## src/rtl/fu_cfg_loader.sv

```systemverilog
// Config loader for the function-cell array: streams addressed words into a
// shadow bank and commits the whole bank to the active outputs atomically.
module fu_cfg_loader #(
    parameter int NUM_FU = 16,
    parameter int CFG_W  = 4,
    parameter int ADDR_W = 5,
    parameter int CNT_W  = 8
) (
    input  logic                     clk,
    input  logic                     rst_n,
    input  logic                     cfg_valid,
    output logic                     cfg_ready,
    input  logic [ADDR_W-1:0]        cfg_addr,
    input  logic [CFG_W-1:0]         cfg_data,
    input  logic                     cfg_last,
    output logic [NUM_FU*CFG_W-1:0]  config_sig_bus,
    output logic                     commit_done,
    output logic                     err_addr,
    output logic [CNT_W-1:0]         word_count
);

    typedef enum logic [1:0] {
        S_IDLE,
        S_LOAD,
        S_COMMIT,
        S_DONE
    } state_t;

    state_t                     r_state;
    logic                       r_ready;
    logic                       r_done;
    logic                       r_err;
    logic [CNT_W-1:0]           r_count;
    logic [CFG_W-1:0]           r_shadow [NUM_FU];
    logic [NUM_FU*CFG_W-1:0]    r_active;

    logic                       w_xfer;
    logic                       w_oor;
    logic                       w_first;
    logic                       w_err_base;
    logic [CNT_W-1:0]           w_cnt_base;
    logic [CNT_W-1:0]           w_cnt_next;

    assign w_xfer     = cfg_valid & r_ready;
    assign w_oor      = (cfg_addr >= ADDR_W'(NUM_FU));
    // A transfer seen in IDLE opens a new stream and restarts the status
    assign w_first    = (r_state == S_IDLE);
    assign w_err_base = w_first ? 1'b0 : r_err;
    assign w_cnt_base = w_first ? '0 : r_count;
    assign w_cnt_next = (&w_cnt_base) ? w_cnt_base
                                      : w_cnt_base + 1'b1;

    always_ff @(posedge clk or negedge rst_n) begin
        if (!rst_n) begin
            r_state  <= S_IDLE;
            r_ready  <= 1'b0;
            r_done   <= 1'b0;
            r_err    <= 1'b0;
            r_count  <= '0;
            r_active <= '0;
            for (int i = 0; i < NUM_FU; i++) begin
                r_shadow[i] <= '0;
            end
        end else begin
            unique case (r_state)
                S_IDLE, S_LOAD: begin
                    r_done  <= 1'b0;
                    r_ready <= 1'b1;
                    if (w_xfer) begin
                        for (int i = 0; i < NUM_FU; i++) begin
                            if (!w_oor && cfg_addr == ADDR_W'(i)) begin
                                r_shadow[i] <= cfg_data;
                            end
                        end
                        r_err   <= w_err_base | w_oor;
                        r_count <= w_cnt_next;
                        if (cfg_last) begin
                            r_state <= S_COMMIT;
                            r_ready <= 1'b0;
                        end else begin
                            r_state <= S_LOAD;
                        end
                    end
                end
                S_COMMIT: begin
                    for (int i = 0; i < NUM_FU; i++) begin
                        r_active[i*CFG_W +: CFG_W] <= r_shadow[i];
                    end
                    r_done  <= 1'b1;
                    r_ready <= 1'b0;
                    r_state <= S_DONE;
                end
                S_DONE: begin
                    r_done  <= 1'b0;
                    r_ready <= 1'b1;
                    r_state <= S_IDLE;
                end
                default: begin
                    r_state <= S_IDLE;
                end
            endcase
        end
    end

    assign cfg_ready      = r_ready;
    assign config_sig_bus = r_active;
    assign commit_done    = r_done;
    assign err_addr       = r_err;
    assign word_count     = r_count;

endmodule

```

## config.mk

```make
export PLATFORM = sky130hd
export DESIGN_NAME = fu_cfg_loader
export DESIGN_NICKNAME = d
export VERILOG_FILES = /design/src/rtl/fu_cfg_loader.sv
export SDC_FILE = /design/constraint.sdc
export NUM_CORES = 1
export LEC_CHECK = 0
export BUFFER_PORTS_ARGS = -buffer_cell sky130_fd_sc_hd__buf_2
export CAP_MARGIN = 25
export CORE_MARGIN = 3
export CORE_UTILIZATION = 55
export DETAILED_ROUTE_END_ITERATION = 8
export PLACE_DENSITY_LB_ADDON = 0.25
export SKIP_LAST_GASP = 1
export SYNTH_ARGS = -nofsm -noshare
export SYNTH_HDL_FRONTEND = slang
export SYNTH_SLANG_ARGS = --single-unit
```

## constraint.sdc

```tcl
create_clock -name clk -period 2.7 [get_ports clk]
set_input_delay 0.135 -clock clk [delete_from_list [all_inputs] [get_ports clk]]
set_output_delay 0.135 -clock clk [all_outputs]
set_load 0.01 [all_outputs]
```

Word-level counts from Yosys, hierarchy flattened
Index checks and enable logic that the tools add are counted.
{ "classes": {"addsub": 1, "order_cmp": 1, "eq_ne": 19, "mux": 10, "bitwise": 2, "reduce_logical": 39} }
{ "ops": {"columns": ["cell", "count"], "rows": [
  ["3-bit AND reduction", 16],
  ["5-bit by 4-bit == test with 1-bit output, second input constant", 8],
  ["5-bit by 3-bit == test with 1-bit output, second input constant", 4],
  ["1-bit logical AND", 16],
  ["8-bit 2-to-1 mux", 2],
  ["5-bit by 2-bit == test with 1-bit output, second input constant", 2],
  ["8-bit by 1-bit adder with 8-bit output, second input constant", 1],
  ["8-bit AND reduction", 1],
  ["2-bit case mux with 3 select lines", 1],
  ["5-bit by 1-bit == test with 1-bit output, second input constant", 1],
  ["5-bit greater-or-equal comparator, second input constant", 1],
  ["5-bit logical NOT", 1],
  ["2-bit == test, second input constant", 2],
  ["2-bit 2-to-1 mux", 2],
  ["1-bit 2-to-1 mux", 3],
  ["1-bit case mux with 3 select lines", 1],
  ["3-bit OR reduction", 1],
  ["2-bit by 1-bit == test with 1-bit output, second input constant", 1],
  ["2-bit logical NOT", 1],
  ["2-bit inequality test, second input constant", 1],
  ["1-bit case mux with 2 select lines", 1],
  ["2-bit AND reduction", 1],
  ["2-bit OR reduction", 1],
  ["1-bit bitwise AND", 1],
  ["2 further kinds", 2]
]} }
{ "totals": {"register_bits": 141, "in_bits": 13, "out_inout_bits": 75, "word_cells": 94} }

Logic depth before layout (Yosys ltp)
{ "logic_depth": {"ltp_word": 4, "depth_mapped": 6} }

Least setup slack after synthesis
Ideal clock, no wire load.
{ "synth_timing": {"kind": "register to register", "from": "reg r_ready, in the netlist cfg_ready", "to": "reg r_shadow[0] (netlist name)", "setup_time_ps": 125, "arrival_ps": 1556, "required_ps": 2575, "slack_ps": 1019, "path_stages_with_launch": 7, "n_path_buf": 2, "synth_period_minus_slack_ps": 1681, "path_cell_list": "dfrtp_1 and3b_1 buf_2 and2_1 buf_6 and4_4 mux2_2"} }
{ "synth_between": {"elab_chain_cells": 2} }
{ "synth_lines": {"columns": ["item", "line", "text"], "rows": [
  ["from (decl)", "30", "logic r_ready;"],
  ["from (signal assigned)", "56", "r_ready <= 1'b0;"],
  ["from (signal assigned)", "68", "r_ready <= 1'b1;"],
  ["from (signal assigned)", "79", "r_ready <= 1'b0;"],
  ["1-bit bitwise AND", "44", "assign w_xfer = cfg_valid & r_ready;"],
  ["3-bit AND reduction (no line)", null, null],
  ["to (signal, indexed assignment)", "72", "r_shadow[i] <= cfg_data;"],
  ["to (decl)", "34", "logic [CFG_W-1:0] r_shadow [NUM_FU];"]
]} }
Every way passes these cells.
A chain may end at the register's enable or synchronous reset.

Final worst setup path
{ "layout_timing": {"from": "reg r_state[1]", "to": "reg r_shadow[42] (netlist name)"} }
{ "layout_between": {"elab_chain_cells": 3} }
{ "layout_lines": {"columns": ["item", "line", "text"], "rows": [
  ["from (decl)", "29", "state_t r_state;"],
  ["from (signal assigned)", "55", "r_state <= S_IDLE;"],
  ["from (signal assigned)", "78", "r_state <= S_COMMIT;"],
  ["from (signal assigned)", "81", "r_state <= S_LOAD;"],
  ["2-bit by 1-bit == test with 1-bit output / 2-bit logical NOT (equally long branches)", "65", "unique case (r_state)"],
  ["2-bit OR reduction *", "65", null],
  ["3-bit AND reduction (no line) *", null, null]
]} }
Every way passes the cells marked *; elsewhere a longest branch is shown, timed or not.

==> flow_summary_export.csv <==
group,metric,value,unit
synthesis,synth_edf_count,0,
timing,tightest_slew,0.668,ns
layout,multi_input_area,0.00187,mm^2
clock_tree,htreeDepth,4,
timing,period_minus_slack,1.95,ns
layout,mostFrequentLayoutCells,"nand2_1, dfrtp_1, buf_2, mux2_2, clkbuf_16",
global_routing,grt_pass1_vias,4022,
synthesis,syn_area,0.00549,mm^2
synthesis,seq_area_frac_synth,0.643,
timing,timing_hold_violations_final,0,
flow_run,drv_cap,0,
floorplanning,coreArea,0.00946,mm^2
critical_path,cp-start-kind,"flip-flop",
critical_path,cp_top_family,"simple AND/OR/NAND/NOR gates",
run_status,outcome,"finished, final reports clean",
layout,nets,592,
global_routing,track_usage,0.228,
timing,fmax,0.512,GHz
power_and_ir_drop,pwr-share-clk,0.318,
placement,hpwl,7670,um
global_routing,grt-ovfl-total,0,
clock_tree,cts_tree,"done",
critical_path,crit_path_end_kind,"flip-flop",
synthesis,postSynthAreaPerCell,11.3,um^2
clock_tree,clock_sinks,141,
global_routing,grt_antenna_before_repair,0,
critical_path,path_class,"flip-flop to flip-flop",
power_and_ir_drop,p_switching,2.31,mW
timing,fin_skew,0.00844,ns
route,dr.pass1.iters,4,
placement,place_congestion,0.885,
power_and_ir_drop,p_sw_frac,0.318,
critical_path,crit_slowest_cell,"dfrtp_1",
critical_path,worstPathCellList,"and3b_1 -> and2_1 -> nand3_1 -> mux2_2",
placement,pre_cts_ws,0.812,ns
critical_path,regToRegSetupSlack,0.75,ns
clock_tree,cts_buffer_depth,2,
layout,layout_commonest_cell,"nand2_1",
route,first_iter_violations,178,
critical_path,path_buf_inv,0,
timing,setup-tns-final,0,ns
timing,setup_ws,0.746,ns
synthesis,synthFlopType,"dfrtp_1",
floorplanning,die_h,106,um
floorplanning,io_pins,88,
critical_path,slowest_delay,0.42,ns
timing,slew_headroom,0.555,
power_and_ir_drop,comb_power_share,0.239,
layout,register_area,0.00353,mm^2
clock_tree,clock_latency,0.52,ns
route,wl_per_cell,16.5,um
power_and_ir_drop,leakage,3.64,nW
critical_path,crit_required,3.09,ns
synthesis,synthCells,486,
synthesis,synth_seq_cells,141,
critical_path,crit_arrival,2.35,ns
layout,n_fill_cell,698,
route,viasPerCell,5.32,
power_and_ir_drop,p_per_area,1090,mW/mm^2
clock_tree,clk_pin_slew,0.06,ns
floorplanning,rows,35,
synthesis,ys_warn_count,0,
power_and_ir_drop,ir_drop,0.000498,V
synthesis,syn_nets,499,
synthesis,ys_types,34,
clock_tree,cts-root-buf,"clkbuf_8",
global_routing,grt_pass1_wl,20000,um
global_routing,grt_start_max_net_pins,100,
timing,slew_viol_final,0,
synthesis,ys_top_cells_by_area,"dfrtp_1, nand2_1, mux2_2",
synthesis,async_reset_ff_frac,1.00,
placement,io_buffers,87,
route,wirelength,11900,um
timing,rsz0062_at_grt,"no",
floorplanning,die_area,0.0112,mm^2
hold_path,min-delay-path-class,"input port to asynchronous set/reset pin",
power_and_ir_drop,pwr-share-seq,0.443,
synthesis,yosys.area.top_type,"dfrtp_1",
timing,setup_viol,0,
layout,layout-drive-gt1-share,0.324,
layout,syn_to_final_growth,22.1,%
critical_path,cp_max_fo,8,
clock_tree,post_cts_buffers,0,
clock_tree,cts_made_buffers,17,
route,antenna_left,0,
synthesis,synthDominantCellAreaShare,0.643,
power_and_ir_drop,p_int,4.97,mW
timing,fin_crit_sh,0.724,
timing,hold_ws,0.0958,ns
route,drc_errors,0,
route,num_vias,3842,
clock_tree,cts_resized,0,
floorplanning,start_util,0.580,
floorplanning,die_w,106,um
==> final timing paths <==
check | from | to | depth (start not counted)
max | r_state[1] | r_shadow[42] | 4
min | rst_n | config_sig_bus[13] | 2
max reg2reg | r_state[1] | r_shadow[42] | 4
min reg2reg | r_shadow[61] | config_sig_bus[1] | 2
max in group asynchronous | rst_n | config_sig_bus[26] | 3
min in group clk | cfg_data[0] | r_shadow[36] | 2
==> cell type report <==
cell class,count,area share
diodes,1,0.000374
clock inverters,13,0.0249
clock buffers,19,0.0645
inverters,2,0.00112
flip-flops and latches,141,0.527
well taps,129,0.0241
repair buffers,94,0.0791
multi-input cells,323,0.279
==> Yosys cell counts, drive strengths merged (2+ instances only) <==
| cell | number |
|---|---|
| nor2 | 6 |
| buf | 7 |
| o311ai | 2 |
| nand2 | 202 |
| mux2 | 64 |
| nand3 | 14 |
| nand2b | 2 |
| nand3b | 2 |
| nor2b | 5 |
| xor2 | 2 |
| dfrtp | 141 |
| inv | 2 |
| and4 | 3 |
| and3b | 2 |
| clkbuf | 13 |
| a22o | 3 |
| nand4 | 5 |
==> timing repair <==
action / 4_1_cts / 5_1_grt
setup endpoints to repair: 0 / 0
hold endpoints to repair: 47 / 0
hold buffers: 4 / 0
==> registers in the layout (all words and copies together), names as in the netlist <==
name and flops:
cfg_ready 1, commit_done 1, config_sig_bus 64, err_addr 1, r_shadow 64, r_state 2
word_count 8
==> kinds of logic after synthesis <==
logic type	Yosys count	share of synthesized area
flip-flops	141	0.643
AND/OR/NAND/NOR	245	0.188
XOR/XNOR	2	0.00319
AO/OA/AOI/OAI	11	0.0157
multiplexers	65	0.133
buffers and inverters	22	0.0167
==> per-stage QoR <==
stage	utilization	cell area, um^2	cells	power (mW)
detailed placement	0.640	6050	685	5.00
global placement	0.640	6050	685	4.90
finish	0.708	6700	722	7.28
global route	0.708	6690	721	7.71
CTS	0.708	6690	721	7.34
floorplan	-	5490	486	4.23
==> power groups by stage <==
stage          sequential [mW]  combinational [mW]  clock, mW
3_5_place_dp              3.24                1.76          0
2_1_floorplan             3.34               0.895          0
3_3_place_gp              3.20                1.70          0
6_report                  3.22                1.74       2.31
5_1_grt                   3.30                1.95       2.46
4_1_cts                   3.22                1.78       2.34
==> layer usage <==
layer,global-route usage,vias to the layer above,routed length [um]
li1,-,1788,-
met1,0.295,1922,5300
met2,0.373,109,5820
met3,0.0521,23,502
met4,0.0925,0,251
met5,0,-,0
No activity file was read; power rests on OpenSTA's default activity.
